==> config.mk <==
export PLATFORM = sky130hd
export DESIGN_NAME = hwpe_dma_loader
export DESIGN_NICKNAME = d
export VERILOG_FILES = /design/src/rtl/hwpe_dma_loader.sv
export SDC_FILE = /design/constraint.sdc
export NUM_CORES = 1
export LEC_CHECK = 0
export ABC_AREA = 1
export BUFFER_PORTS_ARGS = -buffer_cell sky130_fd_sc_hd__buf_2
export CORE_MARGIN = 10
export CORE_UTILIZATION = 45
export DETAILED_ROUTE_END_ITERATION = 7
export PLACE_DENSITY_LB_ADDON = 0.08
export SYNTH_ARGS = -nofsm -noshare
export SYNTH_HDL_FRONTEND = slang
export SYNTH_SLANG_ARGS = --single-unit
==> constraint.sdc <==
create_clock -name clk -period 3.9 [get_ports clk]
set_input_delay 0.585 -clock clk [delete_from_list [all_inputs] [get_ports clk]]
set_output_delay 0.585 -clock clk [all_outputs]
set_load 0.02 [all_outputs]
==> src/rtl/hwpe_dma_loader.sv <==
// Packs IN_W stream beats into DATA_W words and writes them over up to N_REG regions; write issues the cycle after a word's last beat.
// s_ready is high only while running (one beat per cycle, no bubbles); HWPE_DMA_LDR_BIGEND_EN puts the first beat in the MSBs.
`ifndef HWPE_ADDR_WIDTH
`define HWPE_ADDR_WIDTH 32
`endif

module hwpe_dma_loader #(
    parameter int DATA_W = 64,
    parameter int IN_W   = 8,
    parameter int ADDR_W = `HWPE_ADDR_WIDTH,
    parameter int N_REG  = 4,
    parameter int LEN_W  = 16,
    localparam int IDX_W = (N_REG > 1) ? $clog2(N_REG) : 1
) (
    input  logic              clk,
    input  logic              rst_n,
    input  logic              cfg_wen,
    input  logic [IDX_W-1:0]  cfg_idx,
    input  logic [ADDR_W-1:0] cfg_base,
    input  logic [LEN_W-1:0]  cfg_len,
    input  logic              start,
    input  logic              abort,
    input  logic              s_valid,
    output logic              s_ready,
    input  logic [IN_W-1:0]   s_data,
    output logic              dma_wen,
    output logic [ADDR_W-1:0] dma_wa,
    output logic [DATA_W-1:0] dma_wd,
    output logic              busy,
    output logic              done,
    output logic [31:0]       words_wr
);
    localparam int BPW    = DATA_W / IN_W;
    localparam int BEAT_W = (BPW > 1) ? $clog2(BPW) : 1;
    localparam int BYTES  = DATA_W / 8;

    typedef enum logic [1:0] {IDLE, RUN, DONE} state_e;

    state_e            state_q, state_d;
    logic [ADDR_W-1:0] base_q [N_REG];
    logic [LEN_W-1:0]  len_q  [N_REG];
    logic [IDX_W-1:0]  reg_q, reg_d;
    logic [LEN_W-1:0]  word_q, word_d;
    logic [BEAT_W-1:0] beat_q, beat_d;
    logic [DATA_W-1:0] pack_q, pack_d;
    logic              wen_q, wen_d;
    logic [ADDR_W-1:0] wa_q, wa_d;
    logic [DATA_W-1:0] wd_q, wd_d;
    logic [31:0]       cnt_q, cnt_d;

    logic              first_vld, next_vld;
    logic [IDX_W-1:0]  first_idx, next_idx;

    // Descending scan so the last hit is the lowest qualifying region.
    always_comb begin
        first_vld = 1'b0;
        first_idx = '0;
        next_vld  = 1'b0;
        next_idx  = '0;
        for (int i = N_REG - 1; i >= 0; i--) begin
            if (len_q[i] != '0) begin
                first_vld = 1'b1;
                first_idx = IDX_W'(i);
                if (IDX_W'(i) > reg_q) begin
                    next_vld = 1'b1;
                    next_idx = IDX_W'(i);
                end
            end
        end
    end

    always_comb begin
        state_d = state_q;
        reg_d   = reg_q;
        word_d  = word_q;
        beat_d  = beat_q;
        pack_d  = pack_q;
        wen_d   = 1'b0;
        wa_d    = wa_q;
        wd_d    = wd_q;
        cnt_d   = cnt_q;
        case (state_q)
            IDLE: begin
                if (start) begin
                    reg_d   = first_idx;
                    word_d  = '0;
                    beat_d  = '0;
                    cnt_d   = '0;
                    state_d = first_vld ? RUN : DONE;
                end
            end
            RUN: begin
                if (s_valid) begin
                    for (int j = 0; j < BPW; j++) begin
                        if (beat_q == BEAT_W'(j)) begin
`ifdef HWPE_DMA_LDR_BIGEND_EN
                            pack_d[DATA_W-IN_W*(j+1) +: IN_W] = s_data;
`else
                            pack_d[IN_W*j +: IN_W] = s_data;
`endif
                        end
                    end
                    if (beat_q == BEAT_W'(BPW - 1)) begin
                        beat_d = '0;
                        wen_d  = 1'b1;
                        wa_d   = base_q[reg_q] + ADDR_W'(word_q) * ADDR_W'(BYTES);
                        wd_d   = pack_d;
                        cnt_d  = (cnt_q == '1) ? cnt_q : cnt_q + 32'd1;
                        if (word_q == len_q[reg_q] - 1'b1) begin
                            word_d = '0;
                            if (next_vld) begin
                                reg_d = next_idx;
                            end else begin
                                state_d = DONE;
                            end
                        end else begin
                            word_d = word_q + 1'b1;
                        end
                    end else begin
                        beat_d = beat_q + 1'b1;
                    end
                end
            end
            default: state_d = IDLE;
        endcase
        // Abort wins over start and beats: drop the partial word and any write being formed.
        if (abort) begin
            state_d = IDLE;
            beat_d  = '0;
            pack_d  = pack_q;
            wen_d   = 1'b0;
            wa_d    = wa_q;
            wd_d    = wd_q;
            cnt_d   = cnt_q;
        end
    end

    always_ff @(posedge clk or negedge rst_n) begin
        if (!rst_n) begin
            for (int i = 0; i < N_REG; i++) begin
                base_q[i] <= '0;
                len_q[i]  <= '0;
            end
        end else if (cfg_wen && state_q == IDLE) begin
            base_q[cfg_idx] <= cfg_base;
            len_q[cfg_idx]  <= cfg_len;
        end
    end

    always_ff @(posedge clk or negedge rst_n) begin
        if (!rst_n) begin
            state_q <= IDLE;
            reg_q   <= '0;
            word_q  <= '0;
            beat_q  <= '0;
            pack_q  <= '0;
            wen_q   <= 1'b0;
            wa_q    <= '0;
            wd_q    <= '0;
            cnt_q   <= '0;
        end else begin
            state_q <= state_d;
            reg_q   <= reg_d;
            word_q  <= word_d;
            beat_q  <= beat_d;
            pack_q  <= pack_d;
            wen_q   <= wen_d;
            wa_q    <= wa_d;
            wd_q    <= wd_d;
            cnt_q   <= cnt_d;
        end
    end

    assign s_ready  = (state_q == RUN);
    assign busy     = (state_q != IDLE);
    assign done     = (state_q == DONE);
    assign dma_wen  = wen_q;
    assign dma_wa   = wa_q;
    assign dma_wd   = wd_q;
    assign words_wr = cnt_q;
endmodule

==> run metrics <==
Via Count=17071; Initial Utilization=0.457; number of global-route vias before repair=roughly 17000; Setup Crit Path Kind=flop to flop; worst-path cell chain=nand2_2 > buf_4 > o221ai_1 > inv_1 > fa_1 > nand3b_1 > nand2_1 > a21oi_1 > o21ai_1 > a21boi_0 > o21ai_1 > buf_4 > nand2_1 > nor2_1 > nand4_1 > nand3_1 > nand2_1; total overflow reported by the global router=0; first-pass detailed-route iteration total=5; non-filler instance count after layout=3278; height of the die=roughly 230 um; antenna diode instance count=0; fmax=280 MHz; worst skew pair latency=just under 0.6 ns; top area cells in the synthesized netlist=dfrtp_1 51%, nand2_1 16%, o21ai_0 9.2%; Critical Path End Type=flop; count of placed standard cells including taps=3190; Yosys Warn Count=0; Remaining DRCs=0; number of violations reported at the end of detailed-routing iteration 0=about 1400; clk buf depth=3; CTS sink count=400; total clock buffers created by CTS=47; weighted congestion reported at the end of routability-driven placement=around 0.90; Die X-Extent=around 230 um; via density per instance=about 5.2; largest fanout on the critical path=11; power per cell area=around 690 nW/um2; layout cells sized above 1=0.140; Reg clk slew, reported paths=around 0.060 ns; number of pins with negative max-slew slack in the final report=0; Avg WL per Cell=~17 um; maximum number of pins on one net before global-route repair=~110; Min-Delay Path Class=input port to flop; placeable core region=43300 um2; status=completed; crit path DAT=4.03 ns; std cell rows=76; TritonCTS clock tree=built; net count of the mapped netlist=2584; post-synthesis cell count=2494; net total in the final layout=approximately 2700; static leakage power=11.7 nW; Min Clock Period, post-route=between 3 and 4 ns; crit-path max cell delay=between 0.5 and 0.6 ns; number of failing hold endpoints at the final stage=0; library cells used by synthesis=53; die area=about 53000 um2; number of synthesized register bits=400; max-capacitance violation count=0; headroom to the max-slew limit=0.296; fraction of the cycle the final worst path needs=0.916; number of nets with antenna violations after detailed routing=0; most numerous cell on the critical path=nand2_1; clock root buffer=clkbuf_16; Setup WS post-layout=roughly 0.33 ns; share of the yosys chip area belonging to registers=0.506; quantity of I/O buffers inserted on ports=195; antenna violations before repair=0; Syn Area/Cell=7.93 um2; power consumption=between 0.015 and 0.02 W; # H-tree levels=2; slowest cell on the critical path=dfrtp_2; Post-Synthesis Cell Area=19800 um2; IR drop worst, VDD=306 uV; Yosys top cell area share=0.506; crit path launch type=flop; number of buffers added for setup after CTS=0; Syn-to-layout area delta=15.9%; Worst Setup Slack post-DPL=0.337 ns; Finish-stage setup viols=0; biggest area consumer among synthesized cells=dfrtp_1; Fin Setup TNS=0 ns; Overall Global Routing Usage=0.209; worst clock skew on the final layout=~0.014 ns; setup repair after global routing missed its margin=false; required time at the worst-slack endpoint=between 4 and 5 ns; slew of the pin with the lowest slew margin=1.06 ns; total I/O pin count=196; detailed placer's ending HPWL=38900 um; Final Routed Wirelength=approximately 56000 um; first-pass GRT wire length=90200 um; number of filler cells placed in the layout=4100
## cells in the final DEF (no fill, tap or decap), types with 9 or more instances in the layout
cell type and n:
nor2_2 9, nor2_1 161, o21ai_1 13, ha_1 25, nand3_1 58, clkinv_2 10, nand2_1 856, dfrtp_1 399
clkbuf_16 48, xnor2_1 16, nand2_2 17, buf_4 25, inv_1 204, a21oi_1 40, a22oi_1 29, xor2_1 35
o21ai_0 364, clkbuf_8 14, nor3_1 22, nand3b_1 9, buf_2 194, nand4_1 29
## synth_stat cells, drive strengths merged
cell,instances
a21boi,1
a21o,2
a21oi,48
a221oi,2
a22oi,29
a31oi,7
and2,1
buf,32
clkbuf,80
dfrtp,400
fa,1
ha,25
inv,213
nand2,876
nand3,69
nand3b,9
nand4,29
nor2,176
nor3,23
nor3b,2
nor4,10
o2111ai,1
o211a,1
o211ai,4
o21a,4
o21ai,378
o21bai,1
o221ai,4
o22ai,3
o31ai,8
o41ai,1
or2,3
xnor2,16
xor2,35
## metrics by stage
step	hold slack (ns)	utilization	area (um2)
detailed placement	0.455	0.492	21300
floorplan	0.289	-	19800
finish	0.283	0.530	22900
global placement	0.449	0.492	21300
global route	0.288	0.530	22900
CTS	0.245	0.530	22900
## state kept, by name, indices dropped and copies added, names as in the netlist
signal	count
reg_q	2
dma_wd	64
state_q	2
pack_q	56
words_wr	32
base_q	128
beat_q	3
dma_wa	32
len_q	64
dma_wen	1
word_q	16
## logic make-up after synthesis
kind of cell / synth area share
flip-flops: 0.506
XOR/XNOR: 0.0226
AND/OR/NAND/NOR: 0.251
adder cells (fa/ha/maj): 0.0168
AO/OA/AOI/OAI: 0.136
buffers and inverters: 0.0676
## routing by layer
metal,share of wire,GRT usage
met3,0.053,0.0321
met5,0,0
met1,0.46,0.289
met2,0.46,0.335
met4,0.019,0.0588
## worst paths after layout
| check | startpoint | end | slack, ns | depth (start not counted) |
|---|---|---|---|---|
| max reg2reg | reg_q[0]$_DFFE_PN0P_ | dma_wa[31]$_DFFE_PN0P_ | 0.33 | 17 |
| max in group asynchronous | rst_n | base_q[25]$_DFFE_PN0P_ | 2.45 | 3 |
| max | reg_q[0]$_DFFE_PN0P_ | dma_wa[31]$_DFFE_PN0P_ | 0.33 | 17 |
| min in group asynchronous | rst_n | words_wr[16]$_DFFE_PN0P_ | 0.48 | 2 |
| min reg2reg | dma_wd[31]$_DFFE_PN0P_ | dma_wd[31]$_DFFE_PN0P_ | 0.46 | 2 |
| min | s_data[1] | dma_wd[57]$_DFFE_PN0P_ | 0.28 | 3 |
## cell type report
| cell class | count | area [um2] | area share |
|---|---|---|---|
| flip-flops and latches | 400 | 10000 | 0.437 |
| multi-input cells | 1769 | 8490 | 0.371 |
| clock buffers | 69 | 1420 | 0.0619 |
| repair buffers | 224 | 1240 | 0.0542 |
| inverters | 213 | 811 | 0.0354 |
| well taps | 585 | 732 | 0.0319 |
| clock inverters | 18 | 214 | 0.00933 |
## what timing repair did
action,CTS,global route
hold buffers,1,0
endpoints found under the setup margin,0,0
endpoints found under the hold margin,29,0
gates resized for setup,0,0
## worst max-delay path, delay by kind of cell, from the launching register on
kind	cells	cell delay (ns)
AOI/OAI and AO/OA	5	1.06
adders and majority gates	1	0.43
buffers and inverters	3	0.43
DFF	1	0.55
and+or+nand+nor	8	0.97
## report_power, final
part	leakage (nW)	total [W]	internal (W)	switching, W
sequential	5.14	0.00596	0.00519	0.000773
clock	0.808	0.00456	0.00279	0.00177
combinational	5.73	0.00523	0.00183	0.00340
Note: power is estimated with default switching activity, not from simulation.
